## config.mk

```make
export PLATFORM = sky130hd
export DESIGN_NAME = id_ex_latch
export DESIGN_NICKNAME = d
export VERILOG_FILES = /design/src/rtl/mips_pkg.sv /design/src/rtl/sat_counter.sv /design/src/rtl/id_ex_latch.sv
export SDC_FILE = /design/constraint.sdc
export NUM_CORES = 1
export LEC_CHECK = 0
export ABC_AREA = 1
export CAP_MARGIN = 20
export CELL_PAD_IN_SITES_DETAIL_PLACEMENT = 1
export CELL_PAD_IN_SITES_GLOBAL_PLACEMENT = 1
export CORE_ASPECT_RATIO = 1.5
export CORE_UTILIZATION = 32
export CTS_CLUSTER_SIZE = 30
export DETAILED_ROUTE_END_ITERATION = 6
export PLACE_DENSITY = 0.87
export SYNTH_ARGS = -nofsm -noshare
export SYNTH_HDL_FRONTEND = slang
export SYNTH_SLANG_ARGS = --single-unit
```

## constraint.sdc

```tcl
create_clock -name i_clk -period 2.56 [get_ports i_clk]
set_clock_uncertainty 0.2 [all_clocks]
set_input_delay 0.512 -clock i_clk [delete_from_list [all_inputs] [get_ports i_clk]]
set_output_delay 0.512 -clock i_clk [all_outputs]
set_load 0.03 [all_outputs]
```

## src/rtl/mips_pkg.sv

```systemverilog
// rtl/mips_pkg.sv - shared MIPS pipeline widths, control-bundle field positions and NOP encodings
package mips_pkg;

    localparam int NBITS          = 32;
    localparam int RNBITS         = 5;
    localparam int SHAMT_NBITS    = 5;
    localparam int EX_CTRL_NBITS  = 8;
    localparam int MEM_CTRL_NBITS = 6;
    localparam int WB_CTRL_NBITS  = 3;

    // EX bundle: [5:0] ALU op, [6] ALU src, [7] reg-dst select
    localparam int EX_ALU_OP_LSB  = 0;
    localparam int EX_ALU_OP_MSB  = 5;
    localparam int EX_ALU_SRC     = 6;
    localparam int EX_REG_DST     = 7;

    // MEM bundle: [0] read, [1] write, [3:2] access size, [4] unsigned load, [5] reserved
    localparam int MEM_READ       = 0;
    localparam int MEM_WRITE      = 1;
    localparam int MEM_SIZE_LSB   = 2;
    localparam int MEM_SIZE_MSB   = 3;
    localparam int MEM_UNSIGNED   = 4;

    localparam int WB_REG_WRITE   = 0;
    localparam int WB_MEM_TO_REG  = 1;
    localparam int WB_LINK        = 2;

    localparam logic [EX_CTRL_NBITS-1:0]  EX_CTRL_NOP  = '0;
    localparam logic [MEM_CTRL_NBITS-1:0] MEM_CTRL_NOP = '0;
    localparam logic [WB_CTRL_NBITS-1:0]  WB_CTRL_NOP  = '0;

endpackage

```

## src/rtl/sat_counter.sv

```systemverilog
// rtl/sat_counter.sv - parameterised saturating up-counter with enable
module sat_counter #(
    parameter int WIDTH = 16
) (
    input  logic             i_clk,
    input  logic             i_rst_n,
    input  logic             i_inc,
    output logic [WIDTH-1:0] o_count
);

    always_ff @(posedge i_clk or negedge i_rst_n) begin
        if (!i_rst_n) begin
            o_count <= '0;
        end else if (i_inc && (o_count != {WIDTH{1'b1}})) begin
            o_count <= o_count + 1'b1;
        end
    end

endmodule

```

## src/rtl/id_ex_latch.sv

```systemverilog
// rtl/id_ex_latch.sv - ID/EX pipeline register with bubble insertion, debug freeze and bubble counter
module id_ex_latch
    import mips_pkg::*;
#(
    parameter int NBITS          = mips_pkg::NBITS,
    parameter int RNBITS         = mips_pkg::RNBITS,
    parameter int EX_CTRL_NBITS  = mips_pkg::EX_CTRL_NBITS,
    parameter int MEM_CTRL_NBITS = mips_pkg::MEM_CTRL_NBITS,
    parameter int WB_CTRL_NBITS  = mips_pkg::WB_CTRL_NBITS,
    parameter int CNT_NBITS      = 16
) (
    input  logic                      i_clk,
    input  logic                      i_rst_n,
    input  logic                      i_enable,
    input  logic                      i_stall,
    input  logic                      i_flush,
    input  logic                      i_valid,
    input  logic [NBITS-1:0]          i_pc_plus4,
    input  logic [NBITS-1:0]          i_rs_data,
    input  logic [NBITS-1:0]          i_rt_data,
    input  logic [NBITS-1:0]          i_extensionresult,
    input  logic [RNBITS-1:0]         i_rs_addr,
    input  logic [RNBITS-1:0]         i_rt_addr,
    input  logic [RNBITS-1:0]         i_rd_addr,
    input  logic [4:0]                i_shamt,
    input  logic [EX_CTRL_NBITS-1:0]  i_ctrl_ex,
    input  logic [MEM_CTRL_NBITS-1:0] i_ctrl_mem,
    input  logic [WB_CTRL_NBITS-1:0]  i_ctrl_wb,
    output logic                      o_valid,
    output logic [NBITS-1:0]          o_pc_plus4,
    output logic [NBITS-1:0]          o_rs_data,
    output logic [NBITS-1:0]          o_rt_data,
    output logic [NBITS-1:0]          o_extensionresult,
    output logic [RNBITS-1:0]         o_rs_addr,
    output logic [RNBITS-1:0]         o_rt_addr,
    output logic [RNBITS-1:0]         o_rd_addr,
    output logic [4:0]                o_shamt,
    output logic [EX_CTRL_NBITS-1:0]  o_ctrl_ex,
    output logic [MEM_CTRL_NBITS-1:0] o_ctrl_mem,
    output logic [WB_CTRL_NBITS-1:0]  o_ctrl_wb,
    output logic [CNT_NBITS-1:0]      o_bubble_count
);

    logic bubble;

    // Stall and flush together still insert a single bubble.
    assign bubble = i_enable & (i_stall | i_flush);

    always_ff @(posedge i_clk or negedge i_rst_n) begin
        if (!i_rst_n) begin
            o_valid           <= 1'b0;
            o_pc_plus4        <= '0;
            o_rs_data         <= '0;
            o_rt_data         <= '0;
            o_extensionresult <= '0;
            o_rs_addr         <= '0;
            o_rt_addr         <= '0;
            o_rd_addr         <= '0;
            o_shamt           <= '0;
            o_ctrl_ex         <= '0;
            o_ctrl_mem        <= '0;
            o_ctrl_wb         <= '0;
        end else if (i_enable) begin
            if (bubble) begin
                o_valid           <= 1'b0;
                o_pc_plus4        <= '0;
                o_rs_data         <= '0;
                o_rt_data         <= '0;
                o_extensionresult <= '0;
                o_rs_addr         <= '0;
                o_rt_addr         <= '0;
                o_rd_addr         <= '0;
                o_shamt           <= '0;
                o_ctrl_ex         <= '0;
                o_ctrl_mem        <= '0;
                o_ctrl_wb         <= '0;
            end else begin
                o_valid           <= i_valid;
                o_pc_plus4        <= i_pc_plus4;
                o_rs_data         <= i_rs_data;
                o_rt_data         <= i_rt_data;
                o_extensionresult <= i_extensionresult;
                o_rs_addr         <= i_rs_addr;
                o_rt_addr         <= i_rt_addr;
                o_rd_addr         <= i_rd_addr;
                o_shamt           <= i_shamt;
                // An invalid decode slot carries data through but must not act.
                o_ctrl_ex         <= i_valid ? i_ctrl_ex  : '0;
                o_ctrl_mem        <= i_valid ? i_ctrl_mem : '0;
                o_ctrl_wb         <= i_valid ? i_ctrl_wb  : '0;
            end
        end
    end

    sat_counter #(
        .WIDTH (CNT_NBITS)
    ) u_bubble_counter (
        .i_clk   (i_clk),
        .i_rst_n (i_rst_n),
        .i_inc   (bubble),
        .o_count (o_bubble_count)
    );

endmodule
```

# --- After elaboration in Yosys (flattened, before gate mapping) ---
# Index checks and enable logic that the tools add are counted.
totals:
  register_bits: 182
  in_bits: 171
  wordCells: 33
classes:
  n_addsub: 1
  eq_ne: 1
  n_mux: 15
  bitwise_logic: 2
  reduce_logical: 1
ops:
  columns: ["operator", "n"]
  rows:
  - ["$mux W32", 4]
  - ["$mux W5", 4]
  - ["$add A16 B1 Y16 const B", 1]
  - ["$mux W8", 2]
  - ["$ne A16 B16 Y1 const B", 1]
  - ["$mux W6", 2]
  - ["$mux W3", 2]
  - ["$and A1 B1 Y1", 1]
  - ["$logic_and A1 B1 Y1", 1]
  - ["$mux W1", 1]
  - ["$or A1 B1 Y1", 1]

# --- Logic depth before layout (Yosys ltp) ---
logic_depth:
  depth_word: 3
  ltp_mapped: 8

# --- Hierarchy ---
# Synthesis repeated with hierarchy kept, for this count alone.
unflattened:
  cells_unflattened: 905
  hier_area_um2: 7728.7
by_module_without_submodules:
  columns: ["module", "instances", "cells_per_inst", "area_per_inst_um2", "seq_area_each_um2"]
  rows:
  - ["id_ex_latch", 1, 758, 6697.7, 4154.0]
  - ["sat_counter", 1, 147, 1031.0, 400.4]

# --- Least setup slack after synthesis ---
# Ideal clock, no wire load.
synth_path:
  kind: "reg-to-reg"
  from: "reg u_bubble_counter.o_count[1]"
  to: "reg u_bubble_counter.o_count[3]"
  setup_ns: 0.066
  arrival_ns: 1.543
  required_ns: 2.294
  slack_ns: 0.751
  path_stages_with_launch: 9
  n_path_buf: 1
  period_less_slack_ns: 1.809
  path_cell_list: "dfrtp_1 ha_1 nand3_2 nor2_4 nand2_4 nand2_4 buf_6 nand2_1 nand2_1"
synth_between:
  elab_chain_cells: 2
  elab_cells_between_ends: 3
synth_lines:
  columns: ["item", "line", "text"]
  rows:
  - ["start: declaration", "sat_counter.sv:8", "output logic [WIDTH-1:0] o_count"]
  - ["start signal: assignment", "sat_counter.sv:15", "o_count <= o_count + 1'b1;"]
  - ["branches (longest 2 deep; another with $add A16 B1 Y16)", null, null]
# Parallel ways; which one is timed is not known.
# A chain may end at the register's enable or synchronous reset.

# --- Worst setup path after layout ---
layout_path:
  from: "reg u_bubble_counter.o_count[2]"
  to: "out o_bubble_count[2]"
layout_lines:
  columns: ["item", "line", "text"]
  rows:
  - ["end: declaration", "id_ex_latch.sv:41", "output logic [CNT_NBITS-1:0] o_bubble_count"]
# No word-level cell between the ends.

==> metrics <==
status=complete, no violations; Avg Inst Size Synth=12.4 sq um; cell-internal power=0.00550 W; main combinational cell family by area after synthesis=compound AO/OA/AOI/OAI gates; die area=22,000 sq um; top post-synthesis cells by area=dfrtp_1, a22o_1, nand2_1, buf_2, nand3_1; slew margin rel.=0.622; worst setup margin=0.196 ns; pwr/cell area=657 nW/um^2; synthesized area=6840 sq um; crit path kind=flop to output pin; fin nets=1,074; Synth Area in Adders=0.00183; gr ovfl total=0; synth warn=0; crit share post-route=0.923; shortest period the worst path allows=2.36 ns; CTS Buffer Depth=2; gr usage total=0.240; number of gates resized after CTS=0; Starting Density=0.326; Async SR Flop Fraction=1.00; Psw=0.00204 W; ANT nets after route=0; H-Tree Depth=4; DRC viols=0; worst skew pair latency=0.44 ns; share of Yosys cell area claimed by the top area cell type=0.666; Clk pwr share=0.388; clock-pin slew on the worst setup and hold paths=0.06 ns; Core ar.=21,000 sq um; Final Wtd Congestion=0.781; final setup fails=0; final wirelength=26.0 mm; num ports=353; first-pass GRT wire length=39.0 mm; port bufs=352; First-pass DRT Iterations=6; register area=4550 sq um; Post-Synth XOR/XNOR Area=0.00640; final setup TNS=0 ns; most common cell in the netlist=dfrtp_1; Distinct cells, synth=23; CP Capture Type=output pin; Die Y=181 um; crit path to=o_bubble_count[2]; CP delay by family, top=buffers and inverters; crit-path cells=clkdlybuf4s50_1; HPWL Detailed=18.6 mm; reg2reg start=u_bubble_counter.o_count[1]; combinational share of power=0.188; initial antenna violation count=0; pin count of the biggest net entering global routing=66; R2R depth=8; mux cell area share after synthesis=0; Slew Limit Fails=0; Post-Syn Instances=550; DR vias/cell=5.10; CP Depth=1; Root Driver=clkbuf_16; HP Class=flop to flop; switching share of power=0.270; TritonCTS clock tree=done; number of synthesized flops with an enable pin=0; Synth Area in Simple Gates=0.0971; layout cells sized above 1=0.0689; number of global-route vias before repair=6,646; CP Max Fanout=6; Critical path origin=u_bubble_counter.o_count[2]; Die Wd=121 um; area grow syn2layout=67.5%; Sink Count=182; Pleak=5.15 nW; DR iter-0 viols=238; Compound-Gate Fraction of Synth Area=0.195; post-synthesis register bit count=182; antenna cells=0; critical path required time=1.85 ns; peak supply drop=415 uV; dominant synthesized flop cell=dfrtp_1; TritonCTS Buffers=17; CP startpoint kind=flop; Synth area leader=dfrtp_1; fin util=0.546; Mapped Nets=722; slowest CP cell=clkdlybuf4s50_1; sequential fraction of the synthesis area=0.666; multi-input logic area=2060 sq um; non-filler cells, final=1,183; Worst Path Buf+Inv=1; number of fill cells=2,208; reg2reg setup slack=0.55 ns; Hold Violations, Final=0; FF-to-FF End=u_bubble_counter.o_count[15]; total number of vias=6,036; WL/cell=22.0 um; WP data arrival=1.65 ns; row cnt=65; DP Worst Slack=0.301 ns; max_cap viols=0; RSZ-0062 raised after global routing=false; actual slew at the worst max-slew pin=0.568 ns; CP max stage delay=0.74 ns; placed cells=1,150; Fmax achieved=423 MHz; most frequent cells after synthesis=dfrtp_1, a22o_1, nand2_1, buf_2, nand3_1; Seq pwr share=0.423
-- power groups by stage --
stage | Combinational [W] | Clock [W] | Sequential [W]
3_5_place_dp | 0.00142 | 0 | 0.00323
6_report | 0.00142 | 0.00293 | 0.00319
3_3_place_gp | 0.00138 | 0 | 0.00322
2_1_floorplan | 0.000268 | 0 | 0.00354
4_1_cts | 0.00143 | 0.00300 | 0.00319
5_1_grt | 0.00149 | 0.00310 | 0.00321
-- per-layer routing --
| layer | up-vias | global-route usage | share of wire |
|---|---|---|---|
| met2 | 267 | 0.433 | 0.54 |
| met1 | 3045 | 0.248 | 0.36 |
| li1 | 2665 | - | - |
| met3 | 59 | 0.0647 | 0.060 |
| met4 | 0 | 0.127 | 0.041 |
| met5 | - | 0 | 0 |
-- registers in the layout, indices dropped and copies added, names as in the netlist --
register                  cells
o_shamt                       5
o_rs_data                    32
o_rt_addr                     5
o_ctrl_wb                     3
o_ctrl_ex                     8
o_extensionresult            32
u_bubble_counter.o_count     16
o_ctrl_mem                    6
o_rt_data                    32
o_rd_addr                     5
o_rs_addr                     5
o_valid                       1
o_pc_plus4                   32
-- layout by cell type (no fill, tap or decap), drive strengths merged --
cell type,n
clkdlybuf4s50,351
dfrtp,182
a22o,149
nand2,105
nand3,22
nor2,22
clkbuf,22
buf,20
inv,15
o21ai,5
nand4,4
xnor2,4
bufinv,4
clkinv,4
and2,1
nand3b,1
a21oi,1
xor2,1
ha,1
dlygate4sd3,1
-- cell families (layout without fill, tap and decap cells) --
kind of cell / count (synthesis) / in the layout
flip-flops: 182 / 182
AO/OA/AOI/OAI: 155 / 155
AND/OR/NAND/NOR: 155 / 155
buffers and inverters: 52 / 417
XOR/XNOR: 5 / 5
adder cells (fa/ha/maj): 1 / 1
-- worst min path at each step --
stage,start,end,cells past startpoint
after floorplan,i_rst_n,o_ctrl_ex[0],0
after detailed placement,o_ctrl_ex[7],o_ctrl_ex[7],2
after CTS,o_ctrl_mem[0],o_ctrl_mem[0],2
after global placement,o_ctrl_mem[2],o_ctrl_mem[2],2
final,o_ctrl_ex[7],o_ctrl_ex[7],2
after global routing,o_ctrl_mem[1],o_ctrl_mem[1],2
-- per-stage QoR --
step / power [W] / cell area [sq um] / hold WS, ns
2_1_floorplan: 0.00381 / 6840 / 0.0164
3_3_place_gp: 0.00461 / 10800 / 0.262
3_5_place_dp: 0.00465 / 10800 / 0.273
4_1_cts: 0.00762 / 11500 / 0.291
5_1_grt: 0.00780 / 11500 / 0.309
6_report: 0.00753 / 11500 / 0.283
-- tightest hold or removal path: stages (launching register included) --
cell	delay, ns
dfrtp_1	0.35
nand2_1	0.05
nand2_1	0.05
-- cell type report --
type,instances,area share
multi-input cells,316,0.180
clock inverters,10,0.0144
repair buffers,372,0.332
clock buffers,22,0.0431
well taps,268,0.0293
flip-flops and latches,182,0.397
inverters,13,0.00448
-- what timing repair did --
action,in CTS,in global routing
hold endpoints to repair,51,0
buffers inserted,0,0
hold buffers,1,0
No activity file was read; power rests on OpenSTA's default activity.
